--- src/rtl/pl_pkg.sv ---
`default_nettype none
// ============================================================================
// Package    : pl_pkg
// Description: Shared types and constants for the pipeline data-memory
//              arbiter: FSM state encoding, read-owner encodings and the
//              data-width helper.
// Revision   : 1.0 - initial release
// ============================================================================
package pl_pkg;

  // Arbiter FSM states, explicitly encoded
  typedef enum logic [1:0] {
    ST_IDLE      = 2'd0,
    ST_SPLIT_RD  = 2'd1,
    ST_EXT_FORCE = 2'd2
  } state_t;

  // Owner of an in-flight read (selects which return port gets the data)
  localparam logic OWN_PIPE = 1'b0;
  localparam logic OWN_EXT  = 1'b1;

  // Each RNS domain contributes one byte to the data word
  function automatic int data_wid(input int num_domains);
    return num_domains * 8;
  endfunction

endpackage
`default_nettype wire

--- src/rtl/pl_dmem_rd_return.sv ---
`default_nettype none
// ============================================================================
// Module     : pl_dmem_rd_return
// Description: Read-return path. Remembers who issued the read in the
//              previous cycle and steers the memory read data to the pipe
//              or external return port; both ports read zero when idle.
// Revision   : 1.0 - initial release
// ============================================================================
module pl_dmem_rd_return
  import pl_pkg::*;
#(
  parameter int DATA_WID = 8
) (
  input  logic                clk,
  input  logic                reset,
  input  logic                issue_rd_i,
  input  logic                issue_owner_i,
  input  logic [DATA_WID-1:0] mem_rdata_i,
  output logic [DATA_WID-1:0] pipe_rdata_o,
  output logic                pipe_rvalid_o,
  output logic [DATA_WID-1:0] ext_rdata_o,
  output logic                ext_rvalid_o
);

  logic tag_valid_q, tag_valid_d;
  logic tag_owner_q, tag_owner_d;

  // Next tag is simply the read issued this cycle
  always_comb begin
    tag_valid_d = issue_rd_i;
    tag_owner_d = issue_owner_i;
  end

  // Tag register; reset drops any read that is still in flight
  always_ff @(posedge clk) begin
    if (reset) begin
      tag_valid_q <= 1'b0;
      tag_owner_q <= OWN_PIPE;
    end else begin
      tag_valid_q <= tag_valid_d;
      tag_owner_q <= tag_owner_d;
    end
  end

  // Steer returning data to its owner, zero otherwise (also held quiet in reset)
  always_comb begin
    pipe_rdata_o  = '0;
    pipe_rvalid_o = 1'b0;
    ext_rdata_o   = '0;
    ext_rvalid_o  = 1'b0;
    if (tag_valid_q && !reset) begin
      if (tag_owner_q == OWN_EXT) begin
        ext_rdata_o  = mem_rdata_i;
        ext_rvalid_o = 1'b1;
      end else begin
        pipe_rdata_o  = mem_rdata_i;
        pipe_rvalid_o = 1'b1;
      end
    end
  end

endmodule
`default_nettype wire

--- src/rtl/pl_dmem_arbiter.sv ---
`default_nettype none
// ============================================================================
// Module     : pl_dmem_arbiter
// Description: Shares the single-port data memory between the EX-stage
//              load/store path and an external loader/debug port. The pipe
//              has priority; the external port is force-granted after
//              EXT_MAX_WAIT refusals. A simultaneous load+store from the
//              pipe is split over two cycles (write first, then read).
// Revision   : 1.0 - initial release
// ============================================================================
module pl_dmem_arbiter
  import pl_pkg::*;
#(
  parameter int NUM_DOMAINS  = 1,
  parameter int ADDR_WID     = 16,
  parameter int EXT_MAX_WAIT = 4
) (
  input  logic                             clk,
  input  logic                             reset,
  input  logic                             pipe_rd_en_i,
  input  logic                             pipe_wr_en_i,
  input  logic [ADDR_WID-1:0]              pipe_rd_addr_i,
  input  logic [ADDR_WID-1:0]              pipe_wr_addr_i,
  input  logic [data_wid(NUM_DOMAINS)-1:0] pipe_wdata_i,
  output logic                             pipe_stall_o,
  output logic [data_wid(NUM_DOMAINS)-1:0] pipe_rdata_o,
  output logic                             pipe_rvalid_o,
  input  logic                             ext_req_i,
  input  logic                             ext_we_i,
  input  logic [ADDR_WID-1:0]              ext_addr_i,
  input  logic [data_wid(NUM_DOMAINS)-1:0] ext_wdata_i,
  output logic                             ext_gnt_o,
  output logic [data_wid(NUM_DOMAINS)-1:0] ext_rdata_o,
  output logic                             ext_rvalid_o,
  output logic                             mem_en_o,
  output logic                             mem_we_o,
  output logic [ADDR_WID-1:0]              mem_addr_o,
  output logic [data_wid(NUM_DOMAINS)-1:0] mem_wdata_o,
  input  logic [data_wid(NUM_DOMAINS)-1:0] mem_rdata_i
);

  localparam int DW = data_wid(NUM_DOMAINS);
  // Counter must hold EXT_MAX_WAIT itself; keep at least one bit for the
  // degenerate EXT_MAX_WAIT==0 configuration.
  localparam int WAIT_W = (EXT_MAX_WAIT < 1) ? 1 : $clog2(EXT_MAX_WAIT + 1);
  localparam logic [WAIT_W-1:0] WAIT_MAX = WAIT_W'(EXT_MAX_WAIT);

  state_t            state_q, state_d;
  logic [WAIT_W-1:0] wait_q, wait_d;
  logic [WAIT_W-1:0] wait_inc;
  logic              pipe_req;
  logic              ext_due;
  logic              issue_owner;
  logic              issue_rd;

  assign pipe_req = pipe_rd_en_i | pipe_wr_en_i;
  // External port has been refused long enough and must win this cycle
  assign ext_due  = ext_req_i && (wait_q >= WAIT_MAX);
  assign wait_inc = (wait_q >= WAIT_MAX) ? WAIT_MAX : wait_q + WAIT_W'(1);
  assign issue_rd = mem_en_o & ~mem_we_o;

  // State and refusal-counter registers
  always_ff @(posedge clk) begin
    if (reset) begin
      state_q <= ST_IDLE;
      wait_q  <= '0;
    end else begin
      state_q <= state_d;
      wait_q  <= wait_d;
    end
  end

  // Arbitration decision: next state, counter update and memory issue
  always_comb begin
    state_d      = state_q;
    wait_d       = wait_q;
    mem_en_o     = 1'b0;
    mem_we_o     = 1'b0;
    mem_addr_o   = '0;
    mem_wdata_o  = '0;
    pipe_stall_o = 1'b0;
    ext_gnt_o    = 1'b0;
    issue_owner  = OWN_PIPE;
    if (!reset) begin
      case (state_q)
        ST_IDLE: begin
          if (pipe_wr_en_i && pipe_rd_en_i) begin
            // Store goes first; the load follows in SPLIT_RD
            mem_en_o     = 1'b1;
            mem_we_o     = 1'b1;
            mem_addr_o   = pipe_wr_addr_i;
            mem_wdata_o  = pipe_wdata_i;
            pipe_stall_o = 1'b1;
            wait_d       = ext_req_i ? wait_inc : '0;
            state_d      = ST_SPLIT_RD;
          end else if (pipe_req && !ext_due) begin
            mem_en_o   = 1'b1;
            mem_we_o   = pipe_wr_en_i;
            mem_addr_o = pipe_wr_en_i ? pipe_wr_addr_i : pipe_rd_addr_i;
            if (pipe_wr_en_i) begin
              mem_wdata_o = pipe_wdata_i;
            end
            wait_d = ext_req_i ? wait_inc : '0;
          end else if (ext_req_i) begin
            // Either the port is idle for the pipe or ext is overdue;
            // a stalled pipe re-presents its request next cycle.
            mem_en_o     = 1'b1;
            mem_we_o     = ext_we_i;
            mem_addr_o   = ext_addr_i;
            if (ext_we_i) begin
              mem_wdata_o = ext_wdata_i;
            end
            ext_gnt_o    = 1'b1;
            pipe_stall_o = pipe_req;
            issue_owner  = OWN_EXT;
            wait_d       = '0;
          end else begin
            wait_d = '0;
          end
        end
        ST_SPLIT_RD: begin
          mem_en_o   = 1'b1;
          mem_addr_o = pipe_rd_addr_i;
          wait_d     = ext_req_i ? wait_inc : '0;
          state_d    = ST_IDLE;
        end
        ST_EXT_FORCE: begin
          // Never entered; recover to IDLE if it ever is
          state_d = ST_IDLE;
        end
        default: begin
          state_d = ST_IDLE;
        end
      endcase
    end
  end

  pl_dmem_rd_return #(
    .DATA_WID (DW)
  ) u_rd_return (
    .clk           (clk),
    .reset         (reset),
    .issue_rd_i    (issue_rd),
    .issue_owner_i (issue_owner),
    .mem_rdata_i   (mem_rdata_i),
    .pipe_rdata_o  (pipe_rdata_o),
    .pipe_rvalid_o (pipe_rvalid_o),
    .ext_rdata_o   (ext_rdata_o),
    .ext_rvalid_o  (ext_rvalid_o)
  );

endmodule
`default_nettype wire

--- config.mk ---
export PLATFORM = sky130hd
export DESIGN_NAME = pl_dmem_arbiter
export DESIGN_NICKNAME = d
export VERILOG_FILES = /design/src/rtl/pl_pkg.sv /design/src/rtl/pl_dmem_rd_return.sv /design/src/rtl/pl_dmem_arbiter.sv
export SDC_FILE = /design/constraint.sdc
export NUM_CORES = 1
export LEC_CHECK = 0
export CORE_ASPECT_RATIO = 1.25
export CORE_MARGIN = 2
export CORE_UTILIZATION = 28
export CTS_CLUSTER_SIZE = 24
export DETAILED_ROUTE_END_ITERATION = 10
export HOLD_SLACK_MARGIN = 0.06
export PLACE_DENSITY_LB_ADDON = 0.05
export SYNTH_ARGS = -nofsm -noshare
export SYNTH_HDL_FRONTEND = slang
export SYNTH_HIERARCHICAL = 1
export SYNTH_SLANG_ARGS = --single-unit
--- constraint.sdc ---
create_clock -name clk -period 3.7 [get_ports clk]
set_clock_uncertainty 0.05 [all_clocks]
set_input_delay 0.74 -clock clk [delete_from_list [all_inputs] [get_ports clk]]
set_output_delay 0.74 -clock clk [all_outputs]
set_load 0.02 [all_outputs]
==> results_dict.tcl, run 1 <==
set metrics [dict create \
    outcome "completed" \
    rows 24 \
    grt_pass1_wl_mm 7.31 \
    drtAntennaViolNets 0 \
    critical_path.top_delay_family "buffers and inverters" \
    critPathLaunchType "primary input" \
    path_cells "clkdlybuf4s50_1 > buf_4 > nor3b_4 > o211ai_2 > a21oi_4 > a22o_1 > clkdlybuf4s50_1" \
    crit_type "primary input to output pin" \
    grt_pass1_vias 1637 \
    via_count 1530 \
    postLayoutCellArea_um2 2340 \
    grt_overflow 0 \
    rsz0062_at_grt "false" \
    die_y_um 70.7 \
    wirelength_mm 4.65 \
    finalWeightedCongestion 0.762 \
    start_util 0.288 \
    worstMarginPinSlew_ps 686 \
    critical_path.slowest_cell "clkdlybuf4s50_1" \
    clkTransAtPathRegs_ps 40 \
    wl_per_cell_um 16.0 \
    hold_violations 0 \
    drive_gt1_frac 0.111 \
    cellLeakagePower_nw 0.983 \
    fmax_mhz 278 \
    drt_iter0_markers 46 \
    avgSynthCellArea_um2 7.60 \
    core_area_um2 3450 \
    dr.pass1.iters 4 \
    hp-class "flop to flop" \
    p_sw_frac 0.297 \
    netlist_instances 131 \
    power_frac_seq 0.181 \
    cts_buffers 3 \
    io_pins 124 \
    dpl.cell_count 287 \
    clk_latency_ps 210 \
    fp.dieArea_um2 4050 \
    remaining_drc_errors 0 \
    cp_slowest_stage_delay_ps 610 \
    fillers 293 \
    p_int_mw 0.279 \
    maxCapViolations 0 \
    holdBufCountCts 0 \
    ctsLongestPathBuffers 2 \
    finalCritPeriodShare 0.972 \
    period_minus_slack_ps 3590 \
    ys_warn_count 6 \
    grt_util_all_layers 0.225 \
    cellPowerDensity_nw_per_um2 170 \
    syn-num-nets 211 \
    areaGrowthSynthToFinish_pct 135 \
    cp-end-kind "output pin" \
    htree_levels 1 \
    setup_viol 0 \
    ys_seq_elements 6 \
    synth_cell_type_count 32 \
    diodes 0 \
    yosysSeqAreaShare 0.121 \
    final_nets 334 \
    synthArstFlopShare 0 \
    synth-edff-count 0 \
    via_per_inst 5.26 \
    crit_path_frequent_cell "clkdlybuf4s50_1" \
    die_w_um 57.3 \
    final-instance-count-excl-fill 291 \
    crit_buf_inv 3 \
    portBuffers 123 \
    cts_tree "done" \
    vdd_drop_max_v 0.000412 \
    critical_path_arrival_ps 2800 \
    drv_slew 0 \
    place_area_um2 2270 \
    synthesis.area_um2 996 \
    antenna_found_initial 0 \
    synth_ff_type "dfxtp_1" \
    crit_required_ps 2910 \
    grt_max_degree 27 \
    cts_num_sinks 6 \
    slew_headroom 0.542 \
    hpwl_mm 3.86 \
    path_max_fanout 8 \
    cts-root-buf "clkbuf_8" \
    clockPowerShare 0.237 \
    combPwrFrac 0.582 \
    switchingPower_mw 0.118 \
]
-- cells in the mapped netlist, types with 2 or more instances --
cell / instances / area, um2
a21oi_1: 3 / 15.0
a221o_1: 16 / 160
a22o_1: 8 / 70.1
and4b_1: 6 / 60.1
and4b_2: 2 / 22.5
and4bb_2: 7 / 87.6
buf_2: 8 / 40.0
clkbuf_1: 3 / 11.3
dfxtp_1: 6 / 120
ha_1: 2 / 25.0
inv_1: 4 / 15.0
nand2_1: 16 / 60.1
nand2b_1: 2 / 12.5
nor2_1: 23 / 86.3
nor2b_1: 4 / 25.0
nor3_1: 5 / 25.0
-- worst reg2reg max path: stages (launching register included) --
cell and delay [ps]:
dfxtp_1 470, nand2_2 100, buf_4 140, o211a_1 230, buf_12 160, nor3_1 190
nor2b_1 140
-- power groups by stage --
stage	sequential [mW]	combinational, mW	clock [mW]
6_report	0.0719	0.231	0.0939
5_1_grt	0.0725	0.246	0.103
4_1_cts	0.0719	0.232	0.0948
3_5_place_dp	0.0729	0.231	0
3_3_place_gp	0.0724	0.227	0
2_1_floorplan	0.0698	0.0929	0
-- placed cells by master (no fill, tap or decap), drive strengths merged --
master / count
and4bb: 7
nor2b: 4
nand2: 17
dfxtp: 6
a221o: 16
and3b: 1
maj3: 1
buf: 9
clkbuf: 3
nor3: 5
nor4bb: 1
and3: 1
dlymetal6s2s: 6
nor2: 23
a31oi: 1
nor4b: 1
o211ai: 1
nand2b: 2
clkdlybuf4s50: 117
a21oi: 4
a22o: 8
ha: 2
and4b: 8
inv: 4
nor3b: 2
nor4: 1
o211a: 1
-- repair_timing --
| action | CTS | global route |
|---|---|---|
| setup buffers | 0 | 1 |
| setup endpoints to repair | 16 | 11 |
| gates resized for setup | 1 | 8 |
-- metrics by stage --
stage	setup WS [ps]	hold WS (ps)	TNS [ps]	utilization	total power, mW
after floorplan	1050	380	0	-	0.163
after global placement	-92.7	390	-1330	0.656	0.299
after detailed placement	-153	407	-2210	0.656	0.303
after CTS	55.3	408	0	0.669	0.399
after global routing	4.25	432	0	0.677	0.421
final	105	402	0	0.677	0.397
-- layer usage --
metal  track usage  wire length, um  up-vias
met1         0.214             1560      695
met5             0                0        -
met4        0.0775              150        0
li1              -                -      741
met2         0.441             2510       82
met3        0.0658              425       12
-- sequential cells by signal (all words and copies together) (netlist names) --
name                     cells
state_q                      1
u_rd_return/tag_owner_q      1
wait_q                       3
u_rd_return/tag_valid_q      1
-- worst paths after layout --
kind                                 from                 endpoint  slack [ps]  depth (start not counted)
worst max-delay path                reset           mem_wdata_o[2]         110                          7
worst min-delay path            wait_q[0]                wait_q[0]         400                          1
worst max register to register  wait_q[2]  u_rd_return/tag_valid_q        2160                          6
worst min register to register  wait_q[0]                wait_q[0]         400                          1
-- cells by family (layout without fill, tap and decap cells) --
family | count (synthesis) | in the layout | share of synthesized area
DFF | 6 | 6 | 0.121
buffers and inverters | 18 | 139 | 0.0980
adders and majority gates | 3 | 3 | 0.0364
and+or+nand+nor | 73 | 73 | 0.454
AOI/OAI and AO/OA | 31 | 31 | 0.291
-- cell type report --
cell class	instances	area, um2	share of cell area
sequential	6	120	0.0514
inverter	4	15.0	0.00642
multi-input combinational	107	783	0.335
clock buffer	3	41.3	0.0177
timing repair buffer	132	1330	0.569
tap	39	48.8	0.0209
Note: power is estimated with default switching activity, not from simulation.
==> run 2, diff against run 1 <==
--- a/config.mk
+++ b/config.mk
@@ -11,7 +11,7 @@
 export CTS_CLUSTER_SIZE = 24
 export DETAILED_ROUTE_END_ITERATION = 10
 export HOLD_SLACK_MARGIN = 0.06
-export PLACE_DENSITY_LB_ADDON = 0.05
+export PLACE_DENSITY = 0.86
 export SYNTH_ARGS = -nofsm -noshare
 export SYNTH_HDL_FRONTEND = slang
 export SYNTH_HIERARCHICAL = 1
==> run 2 against run 1 <==
Cell area shrank 0.75%. Sequential power about the same. Clock-buffer cell count is the same. Worst setup slack gained 20 ps.
==> results_dict.tcl, run 2 (synthesis results as in run 1) <==
set metrics [dict create \
    cellLeakagePower_nw 0.884 \
    hpwl_mm 3.16 \
    remaining_drc_errors 0 \
    top_register "wait_q" \
    finalWeightedCongestion 0.743 \
    path_cells "clkdlybuf4s50_1 > buf_4 > nor2_1 > o211a_1 > buf_12 > a221o_1 > clkdlybuf4s50_1" \
    io_pins 124 \
    grt_pass1_vias 1405 \
    fp.dieArea_um2 4050 \
    fillers 292 \
    grt_util_all_layers 0.189 \
    drt_iter0_markers 109 \
    cts_buffers 3 \
    setup_viol 0 \
    wl_per_cell_um 13.3 \
    vdd_drop_max_v 0.000104 \
    final-instance-count-excl-fill 291 \
    cts_tree "done" \
    whs_path_depth 1 \
    finalCritPeriodShare 0.966 \
    grt_pass1_wl_mm 6.19 \
    place_area_um2 2270 \
    via_per_inst 5.12 \
    critical_path_arrival_ps 2780 \
    cp-end-kind "output pin" \
    htree_levels 1 \
    crit_path_frequent_cell "clkdlybuf4s50_1" \
    cts-root-buf "clkbuf_8" \
    largest_reg_flops 3 \
    pre_cts_slack_ps -209 \
    path_max_fanout 25 \
    maxCapViolations 0 \
    grt_overflow 0 \
    rows 24 \
    cp_slowest_stage_delay_ps 560 \
    fmax_mhz 280 \
    clkTransAtPathRegs_ps 30 \
    start_util 0.288 \
    reg2regPathDepth 4 \
    period_minus_slack_ps 3570 \
    hold_violations 0 \
    die_y_um 70.7 \
    wirelength_mm 3.87 \
    dr.pass1.iters 4 \
    cts_num_sinks 6 \
    critical_path.slowest_cell "clkdlybuf4s50_1" \
    drv_slew 0 \
    critPathLaunchType "primary input" \
    setup_tns_ps 0 \
    antenna_found_initial 0 \
    crit_required_ps 2910 \
    diodes 0 \
    clk_latency_ps 220 \
    final_nets 334 \
    outcome "completed" \
    die_w_um 57.3 \
    dpl.cell_count 288 \
    via_count 1490 \
    drive_gt1_frac 0.107 \
    layout_common_cells "clkdlybuf4s50_1 (123), nor2_1 (22), nand2_1 (16), a221o_1 (16), a22o_1 (8)" \
    postLayoutCellArea_um2 2320 \
    crit_type "primary input to output pin" \
    fin_ws_ps 125 \
    cellPowerDensity_nw_per_um2 171 \
    worstMarginPinSlew_ps 677 \
    holdBufCountCts 0 \
    areaGrowthSynthToFinish_pct 133 \
    final_common_cell "clkdlybuf4s50_1" \
    hp-class "flop to flop" \
    ctsLongestPathBuffers 2 \
    grt_max_degree 26 \
    rsz0062_at_grt "false" \
    core_area_um2 3450 \
    slew_headroom 0.548 \
    drtAntennaViolNets 0 \
    portBuffers 123 \
]
run 2: cell count changes in the layout (fill, tap and decap cells not counted), sizes merged:
| cell | change |
|---|---|
| clkdlybuf4s50 | +6 |
| dlymetal6s2s | -6 |
run 2: final timing paths:
kind         startpoint                       to  slack [ps]
max               reset           mem_addr_o[10]         130
min           wait_q[0]                wait_q[0]         440
max reg2reg   wait_q[2]  u_rd_return/tag_owner_q        2250
min reg2reg   wait_q[0]                wait_q[0]         440
run 2: worst max-delay path: cells and delay by family:
| kind | cells | cell delay, ps |
|---|---|---|
| AOI/OAI and AO/OA | 2 | 530 |
| buffers and inverters | 4 | 1460 |
| and+or+nand+nor | 1 | 60 |
run 2: layer usage:
metal / vias up / wire (um) / GRT usage
met3: 6 / 341 / 0.0439
li1: 741 / - / -
met4: 0 / 60 / 0.0827
met1: 653 / 1440 / 0.195
met2: 90 / 2020 / 0.352
met5: - / 0 / 0
run 2: area by class of cell:
class / count / area (um2) / area share
Clock buffer: 3 / 41.3 / 0.0178
Inverter: 4 / 15.0 / 0.00647
Multi-Input combinational cell: 107 / 781 / 0.336
Sequential cell: 6 / 120 / 0.0518
Tap cell: 39 / 48.8 / 0.0210
Timing Repair Buffer: 132 / 1320 / 0.567
run 2: timing repair:
item / 4_1_cts / 5_1_grt
setup endpoints to repair: 16 / 1
gates resized for setup: 1 / 1
pin swaps: 0 / 0
buffers inserted: 0 / 0
cloned: 0 / 0
run 2: where the power goes:
group          switching [mW]  internal, mW
combinational          0.0857         0.143
clock                  0.0270        0.0698
sequential            0.00461        0.0674
total                   0.117         0.280
run 2: through the flow:
stage / total power, mW / util / hold slack, ps
final: 0.397 / 0.672 / 439
after floorplan: 0.163 / - / 380
after global placement: 0.298 / 0.658 / 397
after detailed placement: 0.301 / 0.658 / 414
after global routing: 0.424 / 0.672 / 487
after CTS: 0.402 / 0.671 / 454
==> RTL edit 1: new RTL, settings of run 2 <==
Change the parameter `NUM_DOMAINS` from 1 to 2.
--- a/src/rtl/pl_dmem_arbiter.sv
+++ b/src/rtl/pl_dmem_arbiter.sv
@@ -13,3 +13,3 @@
 #(
-  parameter int NUM_DOMAINS  = 1,
+  parameter int NUM_DOMAINS  = 2,
   parameter int ADDR_WID     = 16,
Ports: changed (6 resized); port bits go from 124 to 172. No check against the original RTL was run, so the function may have changed too.
==> RTL edit 1 against run 2 <==
  * Sequential power grew 1%
  * Final area grew 61%
  * Sequential cell count is the same
  * Core utilization shrank 11 points
  * Clock power grew 1%
  * Synthesized cell count grew 73%
  * Wire length grew 92%
  * Area after synthesis grew 94%
  * Power grew 26%
  * Maximum frequency shrank 0.30%
  * Worst setup slack lost 0.011 ns
  * Cell count grew 62%
  * Critical path depth is the same
  * Largest cell class unchanged
==> RTL edit 1: results (changes against run 2) <==
Arrival @ worst endpoint: 2.80 ns (+0.02 ns)
Clk Latency, worst-skew pair: 0.22 ns (about the same)
Worst R2R End: u_rd_return/tag_valid_q
Largest net degree at the start of global routing: 58 (+120%)
Netlist cell types: 40 (+25%)
Max reg flops: 3 (unchanged)
Worst hold stages: 1 (unchanged)
Dpl hpwl: 5700 um (+80%)
Fin crit period: 3.59 ns (+0.0109 ns)
H-tree depth: 1 (unchanged)
GPL Wtd Cong: 0.796 (+7.2%)
Sequential share of the synthesized area: 6.20% (-5.9 points)
Total Nets Final: 491 (+47%)
Worst slew pin tran: 1.05 ns (+0.368 ns)
Worst setup startpoint: ext_req_i
Status: finished, final reports clean
R2R depth: 5 (+1)
P_leak: 1.36 nW (+54%)
Vias in the first global route: 2542 (+81%)
Gr usage total: 18.5% (-0.37 points)
Crit Path Max Fanout: 39 (+56%)
Worst vdd ir: 97.4 uV (-6.7%)
Switching share of total power: 33.5% (+3.9 points)
Most used DFF post-synth: dfxtp_1
Worst setup endpoint: mem_addr_o[7]
Flop2flop setup slack: 1.92 ns (-0.33 ns)
Drt pass-1 iters: 4 (unchanged)
Via count: 2627 (+76%)
Worst hold path type: flip-flop to flip-flop
Compound-Gate Fraction of Synth Area: 26.1% (-3.0 points)
Hold EP: wait_q[0]
Global-route wire length before repair: 11900 um (+93%)
Max stage delay on crit path: 0.67 ns (+0.11 ns)
Routed wire length: 7440 um (+92%)
CTS root buf: clkbuf_8
Fillers: 590 (+100%)
Initial antenna violation count: 0 (unchanged)
Post-synthesis adder-cell area fraction: 1.29% (-2.4 points)
Top post-synthesis cells by count: a311oi_1, and4b_1, nor2b_1
Ys async rst share: 0% (unchanged)
Post-synthesis mux area share: 0% (unchanged)
Yosys warning count: 6 (unchanged)
Port Buffers: 171 (+39%)
Ant. Diodes: 0 (unchanged)
Mapped Nets: 331 (+57%)
Share of layout cells above drive strength 1: 13.5% (+2.8 points)
1st-iter DRT viols: 150 (+38%)
Critical R2R Launch: wait_q[2]
Worst slack, placed: 0.0573 ns (+0.266 ns)
Largest cells by area after synthesis: a311oi_1, and4b_1, a22o_1, dfxtp_1, nor4bb_2
[RTL edit 1: cell count changes in the layout (fill, tap and decap cells not counted), sizes merged, moves of 3 or more]
cell and change:
nor4bb +10, clkdlybuf4s50 +47, buf +12, a221o -16, nor3 -3, and4b +24, nor2 -18, nand4 +16
a311oi +32, a22o +8, nor2b +14, nand2 -14, nand3 +16
[RTL edit 1: repair_timing]
item | in CTS | in global routing
endpoints found under the setup margin | 0 | 16
setup buffers | 0 | 1
gates resized for setup | 0 | 1
[RTL edit 1: layout make-up]
cell class | count | area share [%]
sequential | 6 | 3.21
tap | 87 | 2.91
clock buffer | 3 | 1.10
timing repair buffer | 191 | 50.7
multi-input combinational | 181 | 41.7
inverter | 4 | 0.402
[RTL edit 1: worst max-delay path: cells and delay by family]
family          cells  cell delay [ns]
buf+inv             4             1.50
compound gates      2             0.45
simple gates        1             0.09
[RTL edit 1: layer usage]
layer	share of wire, %	global-route usage, %
met1	39	22.1
met5	0	0
met4	0.73	5.13
met3	8.3	3.08
met2	52	33.6
[RTL edit 1: power by group through the flow]
stage | logic, mW | registers [mW] | clock network, mW
after floorplan | 0.145 | 0.0696 | 0
after global placement | 0.323 | 0.0737 | 0
after detailed placement | 0.327 | 0.0739 | 0
after CTS | 0.328 | 0.0729 | 0.101
after global routing | 0.351 | 0.0740 | 0.104
final | 0.329 | 0.0730 | 0.0982
[RTL edit 1: through the flow]
stage          std cells  cell area (um2)  hold slack (ns)
6_report             472             3740            0.406
5_1_grt              472             3740            0.441
4_1_cts              471             3720            0.410
3_5_place_dp         468             3670            0.405
3_3_place_gp         468             3670            0.390
2_1_floorplan        227             1940            0.380
==> RTL edit 2: new RTL, config.mk and constraints of run 2 <==
Without the edit above. Encoding of `state_t`: now one-hot (3 bits for 3 states).
--- a/src/rtl/pl_pkg.sv
+++ b/src/rtl/pl_pkg.sv
@@ -11,6 +11,6 @@
   // Arbiter FSM states, explicitly encoded
-  typedef enum logic [1:0] {
-    ST_IDLE      = 2'd0,
-    ST_SPLIT_RD  = 2'd1,
-    ST_EXT_FORCE = 2'd2
+  typedef enum logic [2:0] {
+    ST_IDLE      = 3'b001,
+    ST_SPLIT_RD  = 3'b010,
+    ST_EXT_FORCE = 3'b100
   } state_t;
Behaviour: same outputs for any inputs over 10 cycles, from zero or initial values and one cycle with reset high; not proved beyond that.
==> RTL edit 2 against run 2 <==
  * Worst setup slack lost 0.0021 ns
  * Global-route usage grew 1.3 points
  * Power grew 16%
  * Area after synthesis grew 26%
  * Via count grew 23%
  * Final area grew 12%
  * Non-clock buffer count grew 3
  * Sequential share of layout area grew 0.20 points
  * Wire length grew 31%
  * Cell count grew 18%
  * Maximum frequency is essentially flat
  * Sequential cell count grew 1
  * Critical endpoint is now mem_addr_o[0]
  * Largest cell class unchanged
  * Highest routed layer unchanged
==> RTL edit 2: results (changes against run 2) <==
GPL Wtd Cong: 0.762 (+2.6%)
Mapped Nets: 246 (+17%)
Hold EP: state_q[0]
Largest cells by area after synthesis: o211a_1, a221oi_1, dfxtp_1, and4bb_2, a22o_1
Status: finished, final reports clean
P_leak: 1.12 nW (+27%)
Gr usage total: 20.2% (+1.3 points)
Post-synthesis mux area share: 0.795% (+0.80 points)
Vias in the first global route: 1867 (+33%)
Worst slack, placed: 0.125 ns (+0.334 ns)
Fin crit share: 96.7% (about the same)
Top post-synthesis cells by count: nand2_1, a221oi_1, o211a_1
Worst slew pin tran: 0.557 ns (-0.120 ns)
Worst vdd ir: 118 uV (+13%)
Power Internal: 0.309 mW (+10%)
Post-synthesis adder-cell area fraction: 3.98% (+0.33 points)
Crit Path Max Fanout: 6 (-76%)
Routed WL per cell: 14.8 um (+12%)
Critical R2R Launch: state_q[0]
Total Nets Final: 368 (+10%)
Largest net degree at the start of global routing: 25 (-3.8%)
R2R depth: 5 (+1)
Sequential share of the synthesized area: 11.1% (-0.93 points)
Hold Startpoint: state_q[0]
Worst setup startpoint: ext_req_i
1st-iter DRT viols: 68 (-38%)
Share of layout cells above drive strength 1: 9.47% (-1.2 points)
Global-route wire length before repair: 8310 um (+34%)
Worst hold stages: 2 (+1)
Compound-Gate Fraction of Synth Area: 41.7% (+13 points)
Worst R2R End: wait_q[0]
Hold_ws: 0.413 ns (-0.0268 ns)
Vias/cell: 5.36 (+4.7%)
Dpl hpwl: 4080 um (+29%)
## RTL edit 2: cell count changes after synthesis, moves of 5 or more
| cell | run 2 | this run |
|---|---|---|
| nor2_1 | 23 | 5 |
| a221o_1 | 16 | 0 |
| a221oi_1 | 0 | 16 |
| o211a_1 | 1 | 16 |
| o21ai_1 | 0 | 10 |
| o21ai_0 | 0 | 8 |
| buf_2 | 8 | 3 |
| nand2_1 | 16 | 21 |
## RTL edit 2: power groups by stage
| stage | Clock [mW] | Combinational (mW) | Sequential, mW |
|---|---|---|---|
| after global placement | 0 | 0.260 | 0.0857 |
| after CTS | 0.112 | 0.268 | 0.0846 |
| after global routing | 0.117 | 0.286 | 0.0856 |
| final | 0.111 | 0.265 | 0.0848 |
| after floorplan | 0 | 0.115 | 0.0836 |
| after detailed placement | 0 | 0.266 | 0.0859 |
## RTL edit 2: metal layers
metal	GRT usage, %	up-vias	part of all wire [%]
met1	20.5	867	37
met2	40.6	81	54
met5	0	-	0
met4	5.22	0	1.3
met3	4.39	6	7.5
li1	-	885	-
## RTL edit 2: final cells by class
| class | count | area share (%) |
|---|---|---|
| Tap cell | 58 | 2.78 |
| Clock buffer | 4 | 1.73 |
| Multi-Input combinational cell | 134 | 38.3 |
| Inverter | 5 | 0.720 |
| Sequential cell | 7 | 5.37 |
| Timing Repair Buffer | 135 | 51.1 |
## RTL edit 2: critical path: stages
cell and delay [ns]:
clkdlybuf4s50_1 0.48, and2_4 0.20, a22o_1 0.26, buf_4 0.18, a221oi_1 0.22, o21ai_0 0.13
clkdlybuf4s50_1 0.57
## RTL edit 2: what timing repair did
action                                  CTS  global route
hold buffers                              0             0
resized for setup                         0             4
endpoints found under the setup margin    0             4
endpoints found under the hold margin     0             0
